`src/rtl/ahb_reg_controller.sv`:
```
`default_nettype none
// ============================================================================
// Module   : ahb_reg_controller
// Brief    : AHB-Lite slave in front of the USB endpoint value registers and
//            data buffer. Decodes the address phase, answers register reads
//            with zero wait states, and waits on the buffer handshake. Illegal
//            accesses and buffer timeouts get a two-cycle ERROR response.
// Revision : 1.0 - initial release
// ============================================================================
module ahb_reg_controller #(
   parameter int ADDR_WIDTH  = 4,
   parameter int BUF_TIMEOUT = 15
) (
   input  logic                  i_clk,
   input  logic                  i_nRst,
   input  logic                  i_hsel,
   input  logic [ADDR_WIDTH-1:0] i_haddr,
   input  logic [1:0]            i_htrans,
   input  logic [1:0]            i_hsize,
   input  logic                  i_hwrite,
   input  logic [31:0]           i_hwdata,
   output logic [31:0]           o_hrdata,
   output logic                  o_hready,
   output logic                  o_hresp,
   input  logic [15:0]           i_statusData,
   input  logic [15:0]           i_errorData,
   input  logic [7:0]            i_boData,
   input  logic [7:0]            i_ehtsData,
   output logic [7:0]            o_nextEHTSData,
   output logic                  o_clearError,
   output logic                  o_flush,
   output logic                  o_bufRead,
   output logic                  o_bufWrite,
   output logic [1:0]            o_bufSize,
   output logic [31:0]           o_bufWdata,
   input  logic [31:0]           i_bufRdata,
   input  logic                  i_bufAck
);

   // Counter holds 0..BUF_TIMEOUT-1 while waiting; the last value is the
   // final cycle in which an acknowledge is still honoured.
   localparam int c_CNT_W = (BUF_TIMEOUT < 2) ? 1 : $clog2(BUF_TIMEOUT + 1);
   localparam logic [c_CNT_W-1:0] c_LAST = c_CNT_W'(BUF_TIMEOUT - 1);

   typedef enum logic [2:0] {
      S_IDLE     = 3'd0,
      S_REG_ACC  = 3'd1,
      S_BUF_WAIT = 3'd2,
      S_ERR1     = 3'd3,
      S_ERR2     = 3'd4
   } state_t;

   state_t               r_state;
   state_t               w_next;
   state_t               w_dec;
   logic [3:0]           r_off;
   logic                 r_write;
   logic [1:0]           r_size;
   logic [c_CNT_W-1:0]   r_cnt;

   logic                 w_ready;
   logic                 w_valid;
   logic                 w_hi_zero;
   logic                 w_sel_buf;
   logic                 w_legal;
   logic [3:0]           w_off;

   // The slave stalls only in the first error cycle and while the buffer
   // has not acknowledged.
   assign w_ready  = (r_state != S_ERR1) && !((r_state == S_BUF_WAIT) && !i_bufAck);
   assign o_hready = w_ready;

   assign w_off     = i_haddr[3:0];
   assign w_hi_zero = ((i_haddr >> 4) == '0);
   assign w_sel_buf = w_hi_zero && (w_off[3:2] == 2'b00);
   assign w_valid   = i_hsel && w_ready && ((i_htrans == 2'b10) || (i_htrans == 2'b11));

   assign o_bufSize  = r_size;
   assign o_bufWdata = i_hwdata;

   // Legality of the transfer currently in its address phase.
   always_comb begin
      w_legal = 1'b0;
      if (w_hi_zero && (i_hsize != 2'b11)) begin
         case (w_off)
            4'h0, 4'h1, 4'h2, 4'h3: w_legal = 1'b1;
            4'h4, 4'h8:             w_legal = !i_hwrite;
            4'h6, 4'hC, 4'hD:       w_legal = 1'b1;
            default:                w_legal = 1'b0;
         endcase
      end
   end

   // Data-phase state chosen for the transfer in its address phase.
   always_comb begin
      w_dec = S_IDLE;
      if (w_valid) begin
         if (!w_legal)       w_dec = S_ERR1;
         else if (w_sel_buf) w_dec = S_BUF_WAIT;
         else                w_dec = S_REG_ACC;
      end
   end

   // State register.
   always_ff @(posedge i_clk or negedge i_nRst) begin
      if (!i_nRst) r_state <= S_IDLE;
      else         r_state <= w_next;
   end

   // Capture address-phase controls whenever a transfer is accepted.
   always_ff @(posedge i_clk or negedge i_nRst) begin
      if (!i_nRst) begin
         r_off   <= 4'h0;
         r_write <= 1'b0;
         r_size  <= 2'b00;
      end else if (w_valid) begin
         r_off   <= w_off;
         r_write <= i_hwrite;
         r_size  <= i_hsize;
      end
   end

   // Buffer wait counter, cleared whenever the buffer is not being waited on.
   always_ff @(posedge i_clk or negedge i_nRst) begin
      if (!i_nRst)                                   r_cnt <= '0;
      else if ((r_state == S_BUF_WAIT) && !i_bufAck) r_cnt <= r_cnt + c_CNT_W'(1);
      else                                           r_cnt <= '0;
   end

   // Next state and data-phase outputs.
   always_comb begin
      w_next         = r_state;
      o_hresp        = 1'b0;
      o_hrdata       = 32'h0;
      o_clearError   = 1'b0;
      o_flush        = 1'b0;
      o_bufRead      = 1'b0;
      o_bufWrite     = 1'b0;
      o_nextEHTSData = i_ehtsData;
      case (r_state)
         S_IDLE: w_next = w_dec;
         S_REG_ACC: begin
            w_next = w_dec;
            if (r_write) begin
               case (r_off)
                  4'h6:    o_clearError   = 1'b1;
                  4'hC:    o_nextEHTSData = i_hwdata[7:0];
                  4'hD:    o_flush        = i_hwdata[0];
                  default: o_clearError   = 1'b0;
               endcase
            end else begin
               case (r_off)
                  4'h4:    o_hrdata = {16'h0, i_statusData};
                  4'h6:    o_hrdata = {i_errorData, 16'h0};
                  4'h8:    o_hrdata = {24'h0, i_boData};
                  4'hC:    o_hrdata = {24'h0, i_ehtsData};
                  default: o_hrdata = 32'h0;
               endcase
            end
         end
         S_BUF_WAIT: begin
            if (i_bufAck) begin
               if (!r_write) o_hrdata = i_bufRdata;
               w_next = w_dec;
            end else begin
               o_bufRead  = !r_write;
               o_bufWrite = r_write;
               if (r_cnt == c_LAST) w_next = S_ERR1;
            end
         end
         S_ERR1: begin
            o_hresp = 1'b1;
            w_next  = S_ERR2;
         end
         S_ERR2: begin
            o_hresp = 1'b1;
            w_next  = S_IDLE;
         end
         default: w_next = S_IDLE;
      endcase
   end

endmodule
`default_nettype wire

```
`config.mk`:
```
export PLATFORM = sky130hd
export DESIGN_NAME = ahb_reg_controller
export DESIGN_NICKNAME = d
export VERILOG_FILES = /design/src/rtl/ahb_reg_controller.sv
export SDC_FILE = /design/constraint.sdc
export NUM_CORES = 1
export LEC_CHECK = 0
export BUFFER_PORTS_ARGS = -buffer_cell sky130_fd_sc_hd__buf_4
export CORE_AREA = 3 3 79 81
export CTS_CLUSTER_DIAMETER = 200
export CTS_CLUSTER_SIZE = 30
export DETAILED_ROUTE_END_ITERATION = 7
export DIE_AREA = 0 0 82 84
export PLACE_DENSITY_LB_ADDON = 0.3
export SYNTH_ARGS = -nofsm -noshare
export SYNTH_HDL_FRONTEND = slang
export SYNTH_SLANG_ARGS = --single-unit
```
`constraint.sdc`:
```
create_clock -name i_clk -period 3.5 [get_ports i_clk]
set_input_delay 0.175 -clock i_clk [delete_from_list [all_inputs] [get_ports i_clk]]
set_output_delay 0.175 -clock i_clk [all_outputs]
set_load 0.005 [all_outputs]
```
# Word-level counts from Yosys, hierarchy flattened
# Index checks and enable logic that the tools add are counted.
[word_totals]
reg_bits = 14
latchBits = 0
ramBits = 0
mem_bits_ro = 0
in_bits = 125
out_inout_bits = 80
wordCells = 73
n_memories = 0
[op_classes]
addsub = 1
n_mul = 0
div_mod_pow = 0
n_lt_le_gt_ge = 0
n_eq_ne = 23
shifts = 0
n_mux = 28
bitwise_logic = 0
n_reduce_logical = 16
[ops]
columns = ["operator", "n"]
rows = [
  ["one-hot mux 32 bit (4 select lines)", 1],
  ["two-way mux 32 bit", 3],
  ["one-hot mux 32 bit (2 select lines)", 1],
  ["equality test 4 bit (second input constant)", 7],
  ["two-way mux 8 bit", 3],
  ["equality test 4 x 3 -> 1 bit (second input constant)", 4],
  ["two-way mux 1 bit", 12],
  ["one-hot mux 3 bit (3 select lines)", 1],
  ["equality test 4 x 2 -> 1 bit (second input constant)", 2],
  ["OR reduction 7 bit", 1],
  ["equality test 3 x 2 -> 1 bit (second input constant)", 2],
  ["two-way mux 2 bit", 3],
  ["two-way mux 3 bit", 2],
  ["inequality test 3 x 2 -> 1 bit (second input constant)", 2],
  ["OR reduction 2 bit", 3],
  ["adder 4 x 1 -> 4 bit (second input constant)", 1],
  ["equality test 2 bit (second input constant)", 2],
  ["equality test 4 x 1 -> 1 bit (second input constant)", 1],
  ["logical AND 1 bit", 4],
  ["logical NOT 1 bit", 4],
  ["logical NOT 4 bit", 1],
  ["two-way mux 4 bit", 1],
  ["equality test 3 x 1 -> 1 bit (second input constant)", 1],
  ["equality test 3 bit (second input constant)", 1],
  ["5 further kinds", 5],
]

# Logic depth before layout (Yosys ltp)
# Gate-level depths: netlist (run 1).
[logic_depth]
depth_word = 9
depth_mapped = 6
mapped_depth_nobuf = 4

# Worst setup path after synthesis (run 1)
# OpenSTA, ideal clock, no wires.
[synth_timing]
kind = "reg-to-output"
from = "reg r_state[1]"
to = "out o_nextEHTSData[0]"
arrival_time_ns = 1.468
slack_ns = 1.857
stages_incl_launch_ff = 5
path_buffers = 0
path_cell_list = "dfrtp_1 -> nor3b_2 -> nand4_2 -> nor3_4 -> mux2_2"
[synth_between]
elab_chain_cells = 2
[synth_lines]
columns = ["element", "line_no", "rtl"]
rows = [
  ["from (decl)", "53", "state_t r_state;"],
  ["from (signal assigned)", "107", "else r_state <= w_next;"],
  ["equality test 3 x 1 -> 1 bit", "140", "case (r_state)"],
  ["two-way mux 8 bit", "140", ""],
  ["to (decl)", "29", "output logic [7:0] o_nextEHTSData,"],
]
# No other way between the ends.

# Worst setup path in the final report (run 1)
[layout_timing]
from = "reg r_off[3]"
to = "out o_hrdata[31]"
[layout_between]
elab_chain_cells = 4
elab_cells_between_ends = 7
classes_between = "eq/ne (4); mux (3)"
[layout_lines]
columns = ["element", "line_no", "rtl"]
rows = [
  ["from (decl)", "56", "logic [3:0] r_off;"],
  ["from (signal assigned)", "117", "r_off <= w_off;"],
  ["equality test 4 bit or equality test 4 x 3 -> 1 bit (tied branches)", "152", "case (r_off)"],
  ["one-hot mux 32 bit (4 select lines) *", "152", ""],
  ["two-way mux 32 bit *", "144", "if (r_write) begin"],
  ["one-hot mux 32 bit (2 select lines) *", "140", ""],
  ["to (decl)", "22", "output logic [31:0] o_hrdata,"],
]
# Mark *: on every way between the ends. The rest lies on a longest branch, timed or not.

==> flow_metrics.tcl, run 1 <==
set metrics [dict create \
    power.switching_w 0.000204 \
    die_y_microns 84 \
    path_cells "and2b_1 -> and4b_1 -> a22oi_1 -> nor2_1 -> buf_4" \
    worst_slew_pin_slew_ps 656 \
    crit_type "reg2out" \
    fmax_ghz 0.407 \
    yosys_warnings 0 \
    firstDrtPassIters 5 \
    detail_route.wl_per_cell_microns 15.1 \
    min_path_cells 3 \
    die_x_microns 82 \
    synth_edf_count 0 \
    finalCriticalPeriod_ps 2460 \
    cts_sinks 14 \
    track_usage 0.154 \
    p_clk_frac 0.231 \
    cts_setup_buffers 0 \
    core_sq_um 5540 \
    setup_viol 0 \
    critPathSlowestCell "and4b_1" \
    crit_buf_inv 1 \
    dpl.hpwl_microns 4840 \
    rsz0062_at_grt "no" \
    ys_top_cells_by_count "buf_4 (33), nor2_1 (33), a22oi_1 (32)" \
    finalNonFillerCells 399 \
    clock_path_buffers 2 \
    ant_nets 0 \
    grt_start_max_net_pins 31 \
    slew-limit-headroom 0.563 \
    slowest_delay_ps 640 \
    worst-path-stages 5 \
    synth.largest_area_cell "dfrtp_1" \
    antenna_found_initial 0 \
    ys_async_sr_fraction 1.00 \
    required_ps 3320 \
    syn-cell-area_sq_um 1680 \
    timing.final.crit_share 0.703 \
    finalPower_w 0.000657 \
    cts_root_buffer "clkbuf_8" \
    finalHoldViolCount 0 \
    grt_overflow 0 \
    numCtsBuffers 3 \
    drtIter0Drc 125 \
    wl_microns 6040 \
    syn2layout_area_growth_pct 61.1 \
    hp-class "in2reg" \
    ios 205 \
    maxCapViolations 0 \
    start_kind "flop" \
    path_max_fanout 17 \
    synth.top_cell.area_share 0.208 \
    num_rows 27 \
    io_buffer_count 155 \
    ys.flop_type "dfrtp_1" \
    cts-resized-gates 0 \
    synthCells 212 \
    intPower_w 0.000454 \
    clk_pin_slew_ps 60 \
    drive_above_1_share 0.578 \
    power_frac_seq 0.329 \
    cp.arrival_ps 2280 \
    status "complete, no violations" \
    synth_cell_types 38 \
    cts_tree "built" \
    p_per_area_nw_per_um2 243 \
    swShare 0.310 \
    max-vdd-ir-drop_uv 217 \
    syn_avg_cell_area_sq_um 7.93 \
    grt_pass1_vias 1821 \
    start_util 0.304 \
    finalClockSkew_ps 0.534 \
    vias 1936 \
    fin_setup_tns_ps 0 \
    drv_slew 0 \
    cp_top_family "simple AND/OR/NAND/NOR gates" \
    r2r_slack_ps 1920 \
    ys_seq_area_frac 0.208 \
    viasPerCell 4.85 \
    syn_nets 339 \
    ctsHoldBuffers 1 \
    r2r_cells 3 \
    synth_top_cells_by_area "dfrtp_1 (21%), buf_4 (15%), mux2_2 (15%), a22oi_1 (14%), nor2_1 (7.4%)" \
    placed_cells 394 \
    clock_latency_ps 230 \
    insertedDiodeCount 0 \
    drc 0 \
    grt_first_pass_wirelength_microns 8650 \
    synth_seq_cells 14 \
    power_leakage_nw 1.32 \
    cts-htree-levels 1 \
    gp_congestion 0.760 \
    pwr-share-comb 0.440 \
    dieArea_sq_um 6890 \
    timing.critical_path.to_type "output port" \
    nNetsFinal 455 \
]
[through the flow]
step           hold slack [ps]   util  worst slack [ps]  area [sq um]
2_1_floorplan             -121      -              1860          1680
3_3_place_gp              36.5  0.477              1330          2640
3_5_place_dp              37.1  0.477              1330          2640
4_1_cts                    166  0.489              1080          2710
5_1_grt                    192  0.489               897          2710
6_report                   171  0.489              1040          2710
[per-layer routing]
layer,share of wire,vias up,GRT usage,wire (microns)
met5,0,-,0,0
met4,0.019,0,0.0483,114
met3,0.079,18,0.0162,475
met2,0.51,96,0.280,3080
met1,0.39,872,0.184,2380
li1,-,950,-,-
[registers in the layout, indices dropped and copies added, names as in the netlist]
| signal | count |
|---|---|
| r_cnt | 4 |
| o_bufSize | 2 |
| r_state | 3 |
| r_write | 1 |
| r_off | 4 |
[cell families (layout without fill, tap and decap cells)]
kind of cell / Yosys count / count (layout) / synth area share
AND/OR/NAND/NOR: 70 / 70 / 0.219
AO/OA/AOI/OAI: 52 / 52 / 0.211
buffers and inverters: 50 / 165 / 0.189
multiplexers: 22 / 22 / 0.147
flip-flops: 14 / 14 / 0.208
adder cells (fa/ha/maj): 2 / 2 / 0.0149
XOR/XNOR: 2 / 2 / 0.0104
[power by group through the flow]
stage          Combinational, W  Clock (W)  Sequential [W]
3_5_place_dp           0.000289          0        0.000219
5_1_grt                0.000315   0.000164        0.000220
4_1_cts                0.000292   0.000154        0.000216
3_3_place_gp           0.000286          0        0.000218
2_1_floorplan          0.000171          0        0.000202
6_report               0.000289   0.000152        0.000216
[tightest hold or removal path, delay by kind of cell]
kind / cells / cell delay (ps)
buf+inv: 1 / 90
compound gates: 1 / 60
simple gates: 1 / 50
[area by class of cell]
type	count	area [sq um]
well taps	72	90.1
multi-input cells	148	1010
clock buffers	4	55.1
fillers	559	2830
inverters	3	11.3
repair buffers	158	1190
flip-flops and latches	14	350
[worst paths after layout]
kind                           endpoint       start
max                        o_hrdata[31]    r_off[3]
min                            r_off[1]  i_haddr[1]
max reg2reg                     r_write  r_state[1]
min reg2reg                    r_cnt[0]    r_cnt[0]
max in group asynchronous      r_off[1]      i_nRst
min in group asynchronous  o_bufSize[0]      i_nRst
[cells in the final DEF (no fill, tap or decap), types with 2 or more instances in the layout]
| cell | count |
|---|---|
| clkbuf_8 | 4 |
| and2_1 | 3 |
| inv_1 | 3 |
| nand2_1 | 15 |
| nor2_1 | 33 |
| nor2b_1 | 2 |
| ha_1 | 2 |
| a22oi_1 | 32 |
| o21ai_1 | 8 |
| a21boi_0 | 2 |
| nand2b_1 | 2 |
| mux2_2 | 22 |
| buf_4 | 157 |
| nor3_1 | 2 |
| dfrtp_1 | 14 |
| a21oi_1 | 4 |
| o21ai_0 | 2 |
(Power assumes the default switching activity.)
==> inputs of run 2 (changes only) <==
--- a/config.mk
+++ b/config.mk
@@ -5,6 +5,7 @@
 export SDC_FILE = /design/constraint.sdc
 export NUM_CORES = 1
 export LEC_CHECK = 0
+export ABC_AREA = 1
 export BUFFER_PORTS_ARGS = -buffer_cell sky130_fd_sc_hd__buf_4
 export CORE_AREA = 3 3 79 81
 export CTS_CLUSTER_DIAMETER = 200
==> constraint.sdc (replaced) <==
create_clock -name i_clk -period 2.5 [get_ports i_clk]
set_input_delay 0.125 -clock i_clk [delete_from_list [all_inputs] [get_ports i_clk]]
set_output_delay 0.125 -clock i_clk [all_outputs]
set_load 0.005 [all_outputs]
==> run 2 against run 1 <==
Largest cell class unchanged; worst hold slack got worse by 65 ps; power increased by 52%; sequential power increased by 31%; final area increased by 4.7%; routed wire length increased by 10%; critical endpoint is now o_nextEHTSData[3]; critical path depth increased by 2; die area unchanged; combinational power increased by 88%; count of clock-buffer cells in the layout decreased by 1; largest power group unchanged.
==> flow_metrics.tcl, run 2 <==
set metrics [dict create \
    placed_cell_area_sq_um 2790 \
    grt_util_met2 0.312 \
    pre_cts_slack_ps 588 \
    clock_latency_ps 230 \
    track_usage 0.175 \
    dpl.hpwl_microns 5350 \
    grt_pass1_vias 2154 \
    global_route.peak_usage_layer "met2" \
    rsz0062_at_grt "no" \
    worst_slew_pin_slew_ps 633 \
    wl_microns 6660 \
    rr_startpoint "r_state[2]" \
    drv_slew 0 \
    fin_area_sq_um 2840 \
    synth_cell_types 22 \
    p_per_area_nw_per_um2 352 \
    cts_root_buffer "clkbuf_8" \
    finalCriticalPeriod_ps 2150 \
    ios 205 \
    r2r_cells 8 \
    slew-limit-headroom 0.576 \
    syn-cell-area_sq_um 1800 \
    synth_most_common_cell "nand3_1" \
    drc 0 \
    gp_congestion 0.789 \
    io_buffer_count 155 \
    path_cells "nor3_4 -> buf_4 -> nand2_1 -> nor3_4 -> nand2_1 -> o21ai_0 -> buf_4" \
    numCtsBuffers 3 \
    die_x_microns 82 \
    ys_top_cells_by_count "nand3_1 (70), nand2_1 (67), buf_4 (34)" \
    synth_seq_cells 14 \
    timing.final.crit_share 0.860 \
    syn2layout_area_growth_pct 57.6 \
    finalPower_w 0.000998 \
    synth_top_cells_by_area "dfrtp_1 (19%), nand3_1 (19%), buf_4 (14%), nand2_1 (14%), a21oi_1 (7.5%)" \
    detail_route.wl_per_cell_microns 13.7 \
    min_from "i_hsize[1]" \
    fmax_ghz 0.465 \
    finalClockSkew_ps 1.34 \
    power_leakage_nw 1.45 \
    min_path_cells 3 \
    layout_common_cells "buf_4 (162), nand3_1 (70), nand2_1 (67)" \
    grt_start_max_net_pins 35 \
    maxCapViolations 0 \
    cp_top_family "simple AND/OR/NAND/NOR gates" \
    core_sq_um 5540 \
    fin_setup_tns_ps 0 \
    status "complete, no violations" \
    insertedDiodeCount 0 \
    setup_viol 0 \
    ant_nets 0 \
    hp-class "in2reg" \
    finalHoldViolCount 0 \
    viasPerCell 4.91 \
    ys_seq_area_frac 0.195 \
    firstDrtPassIters 4 \
    nNetsFinal 544 \
    vias 2390 \
    start_kind "flop" \
    crit_type "reg2out" \
    drive_above_1_share 0.419 \
    synthCells 299 \
    cts_setup_buffers 0 \
    cts_tree "built" \
    timing.critical_path.to_type "output port" \
    syn_nets 426 \
    syn_avg_cell_area_sq_um 6.02 \
    crit_buf_inv 2 \
    ys_async_sr_fraction 1.00 \
    reg.largest.list "r_cnt (4), r_off (4), r_state (3)" \
    met1_usage 0.215 \
    num_rows 27 \
    max-vdd-ir-drop_uv 299 \
    drtIter0Drc 111 \
    synth.largest_area_cell "dfrtp_1" \
    cts-htree-levels 1 \
    die_y_microns 84 \
    path_max_fanout 16 \
    gr-usage-met3 0.0216 \
    final_common_cell "buf_4" \
    dieArea_sq_um 6890 \
    fin_util 0.512 \
    setup.worst_path.start "r_state[1]" \
    ys.flop_type "dfrtp_1" \
    clk_pin_slew_ps 50 \
    start_util 0.325 \
    required_ps 2380 \
    synth_edf_count 0 \
    antenna_found_initial 0 \
    synth.top_cell.area_share 0.195 \
    r2r-end "r_state[1]" \
    r2r_slack_ps 1020 \
    fin_ws_ps 350 \
    critPathSlowestCell "nor3_4" \
    min_to "o_bufSize[1]" \
    cp.arrival_ps 2020 \
    grt_overflow 0 \
    cts_sinks 14 \
    slowest_delay_ps 420 \
    cts-resized-gates 0 \
    grt_first_pass_wirelength_microns 9960 \
    clock_path_buffers 2 \
    yosys_warnings 0 \
]
-- run 2: cell type report --
class | instances | area, sq um
fill | 574 | 2700
timing repair buffer | 163 | 1230
multi-input combinational | 211 | 1040
inverter | 24 | 90.1
tap | 72 | 90.1
sequential | 14 | 350
clock buffer | 3 | 41.3
-- run 2: worst max-delay path by stage --
stage	to	slack, ps	depth (start not counted)
6_report	o_nextEHTSData[3]	350	7
3_3_place_gp	o_nextEHTSData[4]	690	7
3_5_place_dp	o_nextEHTSData[3]	590	7
5_1_grt	o_nextEHTSData[3]	90	7
4_1_cts	o_nextEHTSData[3]	330	7
2_1_floorplan	o_nextEHTSData[5]	1070	6
-- run 2: through the flow --
stage | hold WS, ps | std cells
after CTS | 110 | 487
after global placement | -19.9 | 483
after global routing | 133 | 487
after floorplan | -171 | 299
after detailed placement | -18.9 | 483
final | 106 | 487
-- run 2: report_power, final --
part           internal (W)  total [W]  switching (W)
registers          0.000257   0.000284      0.0000272
logic              0.000251   0.000543       0.000292
clock network      0.000106   0.000171      0.0000648
-- run 2: cell families after synthesis --
group | count (synthesis) | share of synthesized area
flip-flops | 14 | 0.195
XOR/XNOR | 2 | 0.00974
AO/OA/AOI/OAI | 44 | 0.124
adder cells (fa/ha/maj) | 2 | 0.0139
buffers and inverters | 74 | 0.229
AND/OR/NAND/NOR | 163 | 0.428
-- run 2: tightest hold or removal path, cell delays in order --
cell and delay [ps]:
buf_4 80, nand2_1 40, nand2_1 50
-- run 2: what timing repair did --
action,4_1_cts,5_1_grt
hold buffers,1,0
hold endpoints to repair,14,0
endpoints found under the setup margin,0,0
-- run 2: routing by layer --
metal | part of all wire | wire length (microns) | vias up
met3 | 0.093 | 622 | 16
met5 | 0 | 0 | -
li1 | - | - | 1199
met4 | 0.014 | 95 | 0
met2 | 0.50 | 3360 | 99
met1 | 0.39 | 2590 | 1076
